===== src/rtl/score_digits_ctrl_if.sv =====
// Score/pixel bus between the game/VGA side and the digit sequencer.
// The game side drives the score and pixel position; the sequencer returns renderer inputs and status.
interface score_digits_ctrl_if #(
    parameter int VALUE_W = 14
);
    logic               startOfFrame;
    logic [VALUE_W-1:0] value;
    logic [10:0]        pixelX;
    logic [10:0]        pixelY;
    logic               InsideRectangle;
    logic [10:0]        offsetX;
    logic [10:0]        offsetY;
    logic [7:0]         digit;
    logic               busy;
    logic               overflow;

    modport master (
        output startOfFrame, value, pixelX, pixelY,
        input  InsideRectangle, offsetX, offsetY, digit, busy, overflow
    );

    modport slave (
        input  startOfFrame, value, pixelX, pixelY,
        output InsideRectangle, offsetX, offsetY, digit, busy, overflow
    );
endinterface


===== src/rtl/score_digits_ctrl.sv =====
// Per-frame serial binary-to-BCD conversion into a double-buffered display register,
// plus registered pixel-to-digit-slot mapping with leading-zero blanking.
module score_digits_ctrl #(
    parameter int          NUM_DIGITS    = 4,
    parameter int          VALUE_W       = 14,
    parameter int          DIGIT_W       = 16,
    parameter int          DIGIT_H       = 32,
    parameter logic [10:0] TOP_LEFT_X    = 11'd20,
    parameter logic [10:0] TOP_LEFT_Y    = 11'd20,
    parameter bit          BLANK_LEADING = 1'b1
) (
    input logic                clk,
    input logic                resetN,
    score_digits_ctrl_if.slave bus
);
    localparam int BCD_W = 4 * NUM_DIGITS;
    localparam int CNT_W = $clog2(VALUE_W + 1);
    localparam int LOG2W = $clog2(DIGIT_W);

    function automatic longint unsigned pow10(input int n);
        longint unsigned p = 1;
        for (int k = 0; k < n; k++) p = p * 10;
        return p;
    endfunction

    localparam longint unsigned MAX_DEC = pow10(NUM_DIGITS) - 1;
    localparam bit              CAN_SAT = MAX_DEC < (64'd1 << VALUE_W);
    localparam logic [VALUE_W-1:0] SAT_VAL = CAN_SAT ? VALUE_W'(MAX_DEC) : '1;

    localparam logic [31:0] X_LO = 32'(TOP_LEFT_X);
    localparam logic [31:0] X_HI = X_LO + 32'(NUM_DIGITS * DIGIT_W);
    localparam logic [31:0] Y_LO = 32'(TOP_LEFT_Y);
    localparam logic [31:0] Y_HI = Y_LO + 32'(DIGIT_H);

    typedef enum logic [1:0] {IDLE, CONVERT, COMMIT} state_t;

    state_t             state, state_n;
    logic [VALUE_W-1:0] shreg, sh_n;
    logic [BCD_W-1:0]   bcd, bcd_n, adj;
    logic [BCD_W-1:0]   disp, disp_n;
    logic [CNT_W-1:0]   cnt, cnt_n;
    logic               pend_ovf, pend_n;
    logic               ovf_q, ovf_n;

    always_ff @(posedge clk) begin
        if (!resetN) begin
            state    <= IDLE;
            shreg    <= '0;
            bcd      <= '0;
            disp     <= '0;
            cnt      <= '0;
            pend_ovf <= 1'b0;
            ovf_q    <= 1'b0;
        end else begin
            state    <= state_n;
            shreg    <= sh_n;
            bcd      <= bcd_n;
            disp     <= disp_n;
            cnt      <= cnt_n;
            pend_ovf <= pend_n;
            ovf_q    <= ovf_n;
        end
    end

    always_comb begin
        state_n = state;
        sh_n    = shreg;
        bcd_n   = bcd;
        disp_n  = disp;
        cnt_n   = cnt;
        pend_n  = pend_ovf;
        ovf_n   = ovf_q;
        adj     = bcd;
        for (int i = 0; i < NUM_DIGITS; i++) begin
            if (bcd[4*i +: 4] >= 4'd5) adj[4*i +: 4] = bcd[4*i +: 4] + 4'd3;
        end
        case (state)
            IDLE: begin
                if (bus.startOfFrame) begin
                    state_n = CONVERT;
                    if (CAN_SAT && (64'(bus.value) > MAX_DEC)) begin
                        sh_n   = SAT_VAL;
                        pend_n = 1'b1;
                    end else begin
                        sh_n   = bus.value;
                        pend_n = 1'b0;
                    end
                    cnt_n = CNT_W'(VALUE_W - 1);
                    bcd_n = '0;
                end
            end
            CONVERT: begin
                bcd_n = {adj[BCD_W-2:0], shreg[VALUE_W-1]};
                sh_n  = shreg << 1;
                cnt_n = cnt - 1'b1;
                if (cnt == '0) state_n = COMMIT;
            end
            COMMIT: begin
                disp_n  = bcd;
                ovf_n   = pend_ovf;
                state_n = IDLE;
            end
            default: state_n = IDLE;
        endcase
    end

    assign bus.busy     = (state != IDLE);
    assign bus.overflow = ovf_q;

    logic [31:0] px32, py32;
    logic        in_area, blank, zero_run;
    logic [10:0] dx, dy, slot;
    logic [3:0]  nib;

    always_comb begin
        px32     = {21'b0, bus.pixelX};
        py32     = {21'b0, bus.pixelY};
        in_area  = (px32 >= X_LO) && (px32 < X_HI) && (py32 >= Y_LO) && (py32 < Y_HI);
        dx       = bus.pixelX - TOP_LEFT_X;
        dy       = bus.pixelY - TOP_LEFT_Y;
        slot     = dx >> LOG2W;
        nib      = '0;
        blank    = 1'b0;
        zero_run = 1'b1;
        // Slot 0 is the most significant nibble; zero_run tracks "all zero so far".
        for (int i = 0; i < NUM_DIGITS; i++) begin
            zero_run = zero_run & (disp[BCD_W-1-4*i -: 4] == 4'd0);
            if (slot == 11'(i)) begin
                nib   = disp[BCD_W-1-4*i -: 4];
                blank = BLANK_LEADING && (i < NUM_DIGITS - 1) && zero_run;
            end
        end
    end

    always_ff @(posedge clk) begin
        if (!resetN || !in_area || blank) begin
            bus.InsideRectangle <= 1'b0;
            bus.offsetX         <= '0;
            bus.offsetY         <= '0;
            bus.digit           <= '0;
        end else begin
            bus.InsideRectangle <= 1'b1;
            bus.offsetX         <= dx & 11'(DIGIT_W - 1);
            bus.offsetY         <= dy;
            bus.digit           <= {4'b0, nib};
        end
    end
endmodule


===== src/flat_wrapper.sv =====
// flat-port wrapper written by rule: the top's interface ports become plain ports
module score_digits_ctrl_flat 
#(
    parameter int          NUM_DIGITS    = 4,
    parameter int          VALUE_W       = 14,
    parameter int          DIGIT_W       = 16,
    parameter int          DIGIT_H       = 32,
    parameter logic [10:0] TOP_LEFT_X    = 11'd20,
    parameter logic [10:0] TOP_LEFT_Y    = 11'd20,
    parameter bit          BLANK_LEADING = 1'b1
)
  (clk, resetN, bus_startOfFrame, bus_value, bus_pixelX, bus_pixelY, bus_InsideRectangle, bus_offsetX, bus_offsetY, bus_digit, bus_busy, bus_overflow);
  score_digits_ctrl_if #(.VALUE_W(VALUE_W)) bus_i ();
  input logic clk;
  input logic resetN;
  input wire logic [$bits(bus_i.startOfFrame)-1:0] bus_startOfFrame;
  input wire logic [$bits(bus_i.value)-1:0] bus_value;
  input wire logic [$bits(bus_i.pixelX)-1:0] bus_pixelX;
  input wire logic [$bits(bus_i.pixelY)-1:0] bus_pixelY;
  output wire logic [$bits(bus_i.InsideRectangle)-1:0] bus_InsideRectangle;
  output wire logic [$bits(bus_i.offsetX)-1:0] bus_offsetX;
  output wire logic [$bits(bus_i.offsetY)-1:0] bus_offsetY;
  output wire logic [$bits(bus_i.digit)-1:0] bus_digit;
  output wire logic [$bits(bus_i.busy)-1:0] bus_busy;
  output wire logic [$bits(bus_i.overflow)-1:0] bus_overflow;
  assign bus_i.startOfFrame = bus_startOfFrame;
  assign bus_i.value = bus_value;
  assign bus_i.pixelX = bus_pixelX;
  assign bus_i.pixelY = bus_pixelY;
  assign bus_InsideRectangle = bus_i.InsideRectangle;
  assign bus_offsetX = bus_i.offsetX;
  assign bus_offsetY = bus_i.offsetY;
  assign bus_digit = bus_i.digit;
  assign bus_busy = bus_i.busy;
  assign bus_overflow = bus_i.overflow;
  score_digits_ctrl #(.NUM_DIGITS(NUM_DIGITS), .VALUE_W(VALUE_W), .DIGIT_W(DIGIT_W), .DIGIT_H(DIGIT_H), .TOP_LEFT_X(TOP_LEFT_X), .TOP_LEFT_Y(TOP_LEFT_Y), .BLANK_LEADING(BLANK_LEADING)) u_core (.clk(clk), .resetN(resetN), .bus(bus_i));
endmodule

===== config.mk =====
export PLATFORM = sky130hd
export DESIGN_NAME = score_digits_ctrl_flat
export DESIGN_NICKNAME = d
export VERILOG_FILES = /design/src/rtl/score_digits_ctrl_if.sv /design/src/rtl/score_digits_ctrl.sv /design/src/flat_wrapper.sv
export SDC_FILE = /design/constraint.sdc
export NUM_CORES = 1
export LEC_CHECK = 0
export ABC_AREA = 1
export CORE_MARGIN = 5
export CORE_UTILIZATION = 47
export CTS_BUF_LIST = sky130_fd_sc_hd__clkbuf_16
export DETAILED_ROUTE_END_ITERATION = 8
export PLACE_DENSITY_LB_ADDON = 0.08
export SETUP_SLACK_MARGIN = 0.4
export SYNTH_ARGS = -nofsm -noshare
export SYNTH_HDL_FRONTEND = slang
export SYNTH_SLANG_ARGS = --single-unit

===== constraint.sdc =====
create_clock -name clk -period 1.6 [get_ports clk]
set_input_delay 0.32 -clock clk [delete_from_list [all_inputs] [get_ports clk]]
set_output_delay 0.32 -clock clk [all_outputs]
set_load 0.05 [all_outputs]

Word level (Yosys, flattened, before mapping). Cells that the tools add are included. Widths: inputs -> output; s select.

Add/sub/neg operators: 7. $mul: 0. Div/mod/pow operators: 0. Order comparisons: 9. Equality and inequality tests: 7. Shift-type cells: 0. Muxes and demuxes: 24. Bitwise operators: 2. Reductions and logical operators: 18.

Operators with widths (number): $mux 4 (8); $pmux 16 s2 (1); $mux 14 (2); $pmux 14 s2 (1); $ge 11x5->1 const B (2); $sub 11x5->11 const B (2); $ge 4x3->1 const B (4); $logic_not 4->1 (4); $mux 16 (1); $eq 7x2->1 const B (2); $gt 14x14->1 const B (1); $add 4x2->4 const B (3); $logic_not 11->1 (1); $lt 11x6->1 const B (1); $lt 11x7->1 const B (1); $pmux 4 s2 (1); $eq 7x1->1 const B (1); $mux 1 (6); $reduce_and 2->1 (3); $mux 2 (2); $pmux 2 s2 (1); $reduce_bool 2->1 (2); $sub 4x1->4 const B (1); $add 3x2->3 const B (1); 10 further kinds (15).

Bits in registers: 85. Bits in latches: 0. Memory bits (writable): 0. Bits in read-only memories: 0. Input bits: 39. Output and inout bits: 33. Memories: 0.

Depth between registers and ports, before layout.
Depth after elaboration: 8. Depth in mapped cells: 15. Depth with buffers taken out: 14.

Worst setup path before layout. OpenSTA, ideal clock, no wires.

Path type: input port to flip-flop. Start point: in bus_pixelX[2]. End point: reg u_core.bus.offsetY[6]. Library setup time: 122 ps. Arrival: 1620 ps. Setup slack: -142 ps. Cell stages on the path: 15. Buffers on the path: 1. Path through: inv_1 > ha_1 > inv_1 > nand2_1 > nand2_1 > nand2_1 > nand2_1 > nand3_2 > nor2_1 > nand2_1 > nand3_1 > nand2_1 > nand2_2 > buf_6 > nor2_1.

Cells in the longest elaborated chain, start to end: 7.

RTL lines: from (decl) (line flat_wrapper.sv:18) `input wire logic [$bits(bus_i.pixelX)-1:0] bus_pixelX;`; $sub 11x5->11 (tied with other cells) (line score_digits_ctrl.sv:119) `dx = bus.pixelX - TOP_LEFT_X;`; $logic_not 11->1 / $logic_and 1x1->1 (equally long branches) (line score_digits_ctrl.sv:128, score_digits_ctrl.sv:118); $mux 1 / $logic_and 1x1->1 (equally long branches) (2 in series) (line score_digits_ctrl.sv:128, score_digits_ctrl.sv:118); $mux 1 / $logic_not 1->1 (equally long branches) (line score_digits_ctrl.sv:128, score_digits_ctrl.sv:136); $mux 1 / $logic_or 1x1->1 (equally long branches) (line score_digits_ctrl.sv:128, score_digits_ctrl.sv:136); $logic_or 1x1->1 (*) (line score_digits_ctrl.sv:136) `if (!resetN || !in_area || blank) begin`; to (signal assigned) (line score_digits_ctrl.sv:144) `bus.offsetY <= dy;`; to (decl) (line score_digits_ctrl_if.sv:24) `output InsideRectangle, offsetX, offsetY, digit, busy, overflow`.

Every way passes the cells marked *; elsewhere a longest branch is shown, timed or not. A chain may end at the register's enable or synchronous reset.

Worst setup path in the final report.
Start point: in bus_pixelX[3]. End point: reg u_core.bus.offsetY[9].

The elaborated chain is that of the path after synthesis.

==> reports/qor.yml <==
sta:
  fin_crit_ps: 1750
  rsz0062_at_grt: "true"
  setup-tns-final_ps: -1617
  fin_crit_sh: 1.094
  max_freq_ghz: 0.5714
  finalSetupViolations: 20
  hold_viol_final: 0
  fin_skew_ps: 7.752
  slew_viol_final: 0
  setup_slack_ps: -150.2
pwr:
  cellLeakagePower_nw: 2.769
  vdd_drop_max_mv: 0.6095
  cellPowerDensity_mw_per_mm2: 867.4
drt:
  dr.first_iter.drc_count: 334
  drt-total-wl_mm: 13.53
  vias: 4245
  wl_per_cell_um: 17.22
  firstDrtPassIters: 5
  via_per_inst: 5.401
  ant_nets: 0
  drc: 0
global_route:
  grt_overflow: 0
  antenna_found_initial: 0
  grt_max_degree: 35
  grtUsageTotal: 0.2540
  grt_pass1_wl_mm: 20.10
  grt_pass1_vias: 4226
hold_path:
  holdPathEnd: "u_core.bus.offsetX[2]$_SDFF_PP0_"
  hold_depth: 3
  min_path_type: "in2reg"
  hold_start: "bus_pixelX[2]"
yosys:
  synth_seq_cells: 74
  syn_avg_cell_area_um2: 7.138
  synth_seq_area_share: 0.3999
  synthArstFlopShare: 0
  synth_ff_type: "dfxtp_1"
  synth_enable_flop_cells: 0
  synthesis.area_mm2: 0.003705
  yosysUniqueCellTypes: 39
  syn_inst: 519
  ys_warn_count: 0
place:
  portBuffers: 60
  gp_congestion: 0.8874
  dpl_worst_slack_ps: -791.5
  hpwl_mm: 6.856
clocking:
  cts_tree: "built"
  htree_num_levels: 3
  cts_sinks: 74
  clk_pin_slew_ps: 60
  cts_made_buffers: 9
  ctsLongestPathBuffers: 2
  clock_tree.root_cell: "clkbuf_16"
  clk_latency_ps: 340
worst_setup_path:
  r2r-end: "u_core.bus.offsetY[9]$_SDFF_PP0_"
  cp_max_fo: 7
  r2r_cells: 10
  worstSetupPathType: "in2reg"
  cp_data_required_time_ps: 1880
  end_kind: "flip-flop"
  r2r_start: "u_core.disp[14]$_SDFFE_PN0N_"
  critPathLaunchType: "input pin"
  reg2reg_slack_ps: -60
  cp.arrival_ps: 2030
floorplanning:
  die_w_um: 98.79
  rows: 32
  die_area_mm2: 0.009758
  die_h_um: 98.79
  coreArea_mm2: 0.007687
  start_util: 0.4819
  ios: 72
flow_run:
  drv_cap: 0
final_layout:
  area_delta_synth_final_pct: 73.39
  drive_gt1_frac: 0.4898
  utilization: 0.8356
  n_antenna_cell: 0
  final_nets: 731
  final_cell_mix: "buf_4 (98), dfxtp_1 (60), nand2_1 (54)"
  final_common_cell: "buf_4"
outcome:
  status: "complete, but fails checks"
  violations: "setup timing"
==> state kept, by name, summed over array words and instances, names as in the netlist <==
name,cells
u_core.state,2
u_core.pend_ovf,1
u_core.bus.offsetX,4
u_core.bus.digit,4
u_core.bus.InsideRectangle,1
u_core.bus.offsetY,11
u_core.cnt,4
u_core.disp,16
u_core.shreg,14
u_core.bcd,16
u_core.bus.overflow,1
==> final cells by class <==
cell class,count,area (um^2)
Timing Repair Buffer,165,1518
Sequential cell,74,1511
Fill cell,427,1264
Inverter,68,307.8
Multi-Input combinational cell,358,2587
Clock buffer,9,225.2
Clock inverter,7,123.9
Tap cell,102,127.6
Timing Repair inverter,3,22.52
==> power by group <==
part	internal (mW)	switching, mW	total, mW
registers	1.91	0.0657	1.97
clock network	1.54	0.867	2.41
logic	0.517	0.672	1.19
total	3.97	1.61	5.57
==> what timing repair did <==
| item | CTS | global route |
|---|---|---|
| pin swaps | 67 | 55 |
| gates resized for setup | 188 | 128 |
| setup buffers | 32 | 13 |
| hold buffers | 0 | 0 |
| setup endpoints to repair | 70 | 65 |
| gates cloned | 5 | 0 |
==> critical path, stage by stage <==
cell,delay [ps]
buf_6,90
buf_8,130
o21ai_4,280
nand3_2,140
nand2_2,100
nand3_4,120
nor2_4,190
o311ai_4,110
nand2_2,110
nand2_4,70
buf_12,130
buf_16,140
nor2_4,80
==> how the worst max path moves through the flow <==
stage	slack, ps	from	cells past startpoint	end
detailed placement	-790	bus_pixelX[2]	16	u_core.bus.offsetY[8]$_SDFF_PP0_
global route	-230	bus_pixelX[3]	13	u_core.bus.offsetY[9]$_SDFF_PP0_
CTS	-120	bus_pixelX[3]	17	u_core.bus.offsetY[9]$_SDFF_PP0_
floorplan	-2	bus_pixelX[3]	15	u_core.bus.offsetY[6]$_SDFF_PP0_
finish	-150	bus_pixelX[3]	13	u_core.bus.offsetY[9]$_SDFF_PP0_
global placement	-750	bus_pixelX[2]	16	u_core.bus.offsetY[6]$_SDFF_PP0_
==> metrics by stage <==
stage                     cells  hold slack, ps  area (um^2)  total power, mW
after floorplan             529           381.4         3827            2.462
after global placement      720           448.7         4800            2.784
after detailed placement    720           454.0         4800            2.796
after CTS                   773           341.1         5898            5.355
after global routing        786           356.3         6424            5.746
final                       786           346.6         6424            5.572
==> synth_stat cells (2+ instances only) <==
cell type | number | area share
clkbuf_1 | 13 | 0.013
buf_6 | 2 | 0.0061
nor4_1 | 3 | 0.0051
nor3_1 | 6 | 0.0081
nor2_2 | 4 | 0.0068
a31oi_1 | 3 | 0.0051
o211ai_1 | 2 | 0.0041
o21ai_0 | 38 | 0.051
dfxtp_1 | 74 | 0.40
nand2_2 | 3 | 0.0051
inv_1 | 65 | 0.066
a22oi_1 | 5 | 0.010
buf_1 | 2 | 0.0020
nand3_1 | 49 | 0.066
nor2_1 | 62 | 0.063
nand2_1 | 83 | 0.084
ha_1 | 13 | 0.044
inv_2 | 2 | 0.0020
a21oi_1 | 50 | 0.068
nand4_1 | 4 | 0.0068
buf_4 | 12 | 0.024
nand3_2 | 2 | 0.0054
xor2_1 | 6 | 0.014
==> metal layers <==
metal  GRT usage  wire length, um  share of wire
met1      0.2915             5226           0.39
met2      0.4675             7129           0.53
met3     0.03892              771          0.057
met4      0.1008              404          0.030
met5           0                0              0
==> logic make-up after synthesis <==
family | share of synthesized area
simple gates | 0.2621
other cells | 0.001012
fa+ha+maj | 0.04391
buf+inv | 0.1145
xor+xnor | 0.02094
flops | 0.3999
compound gates | 0.1577
Power figures use the tool's default switching activity.
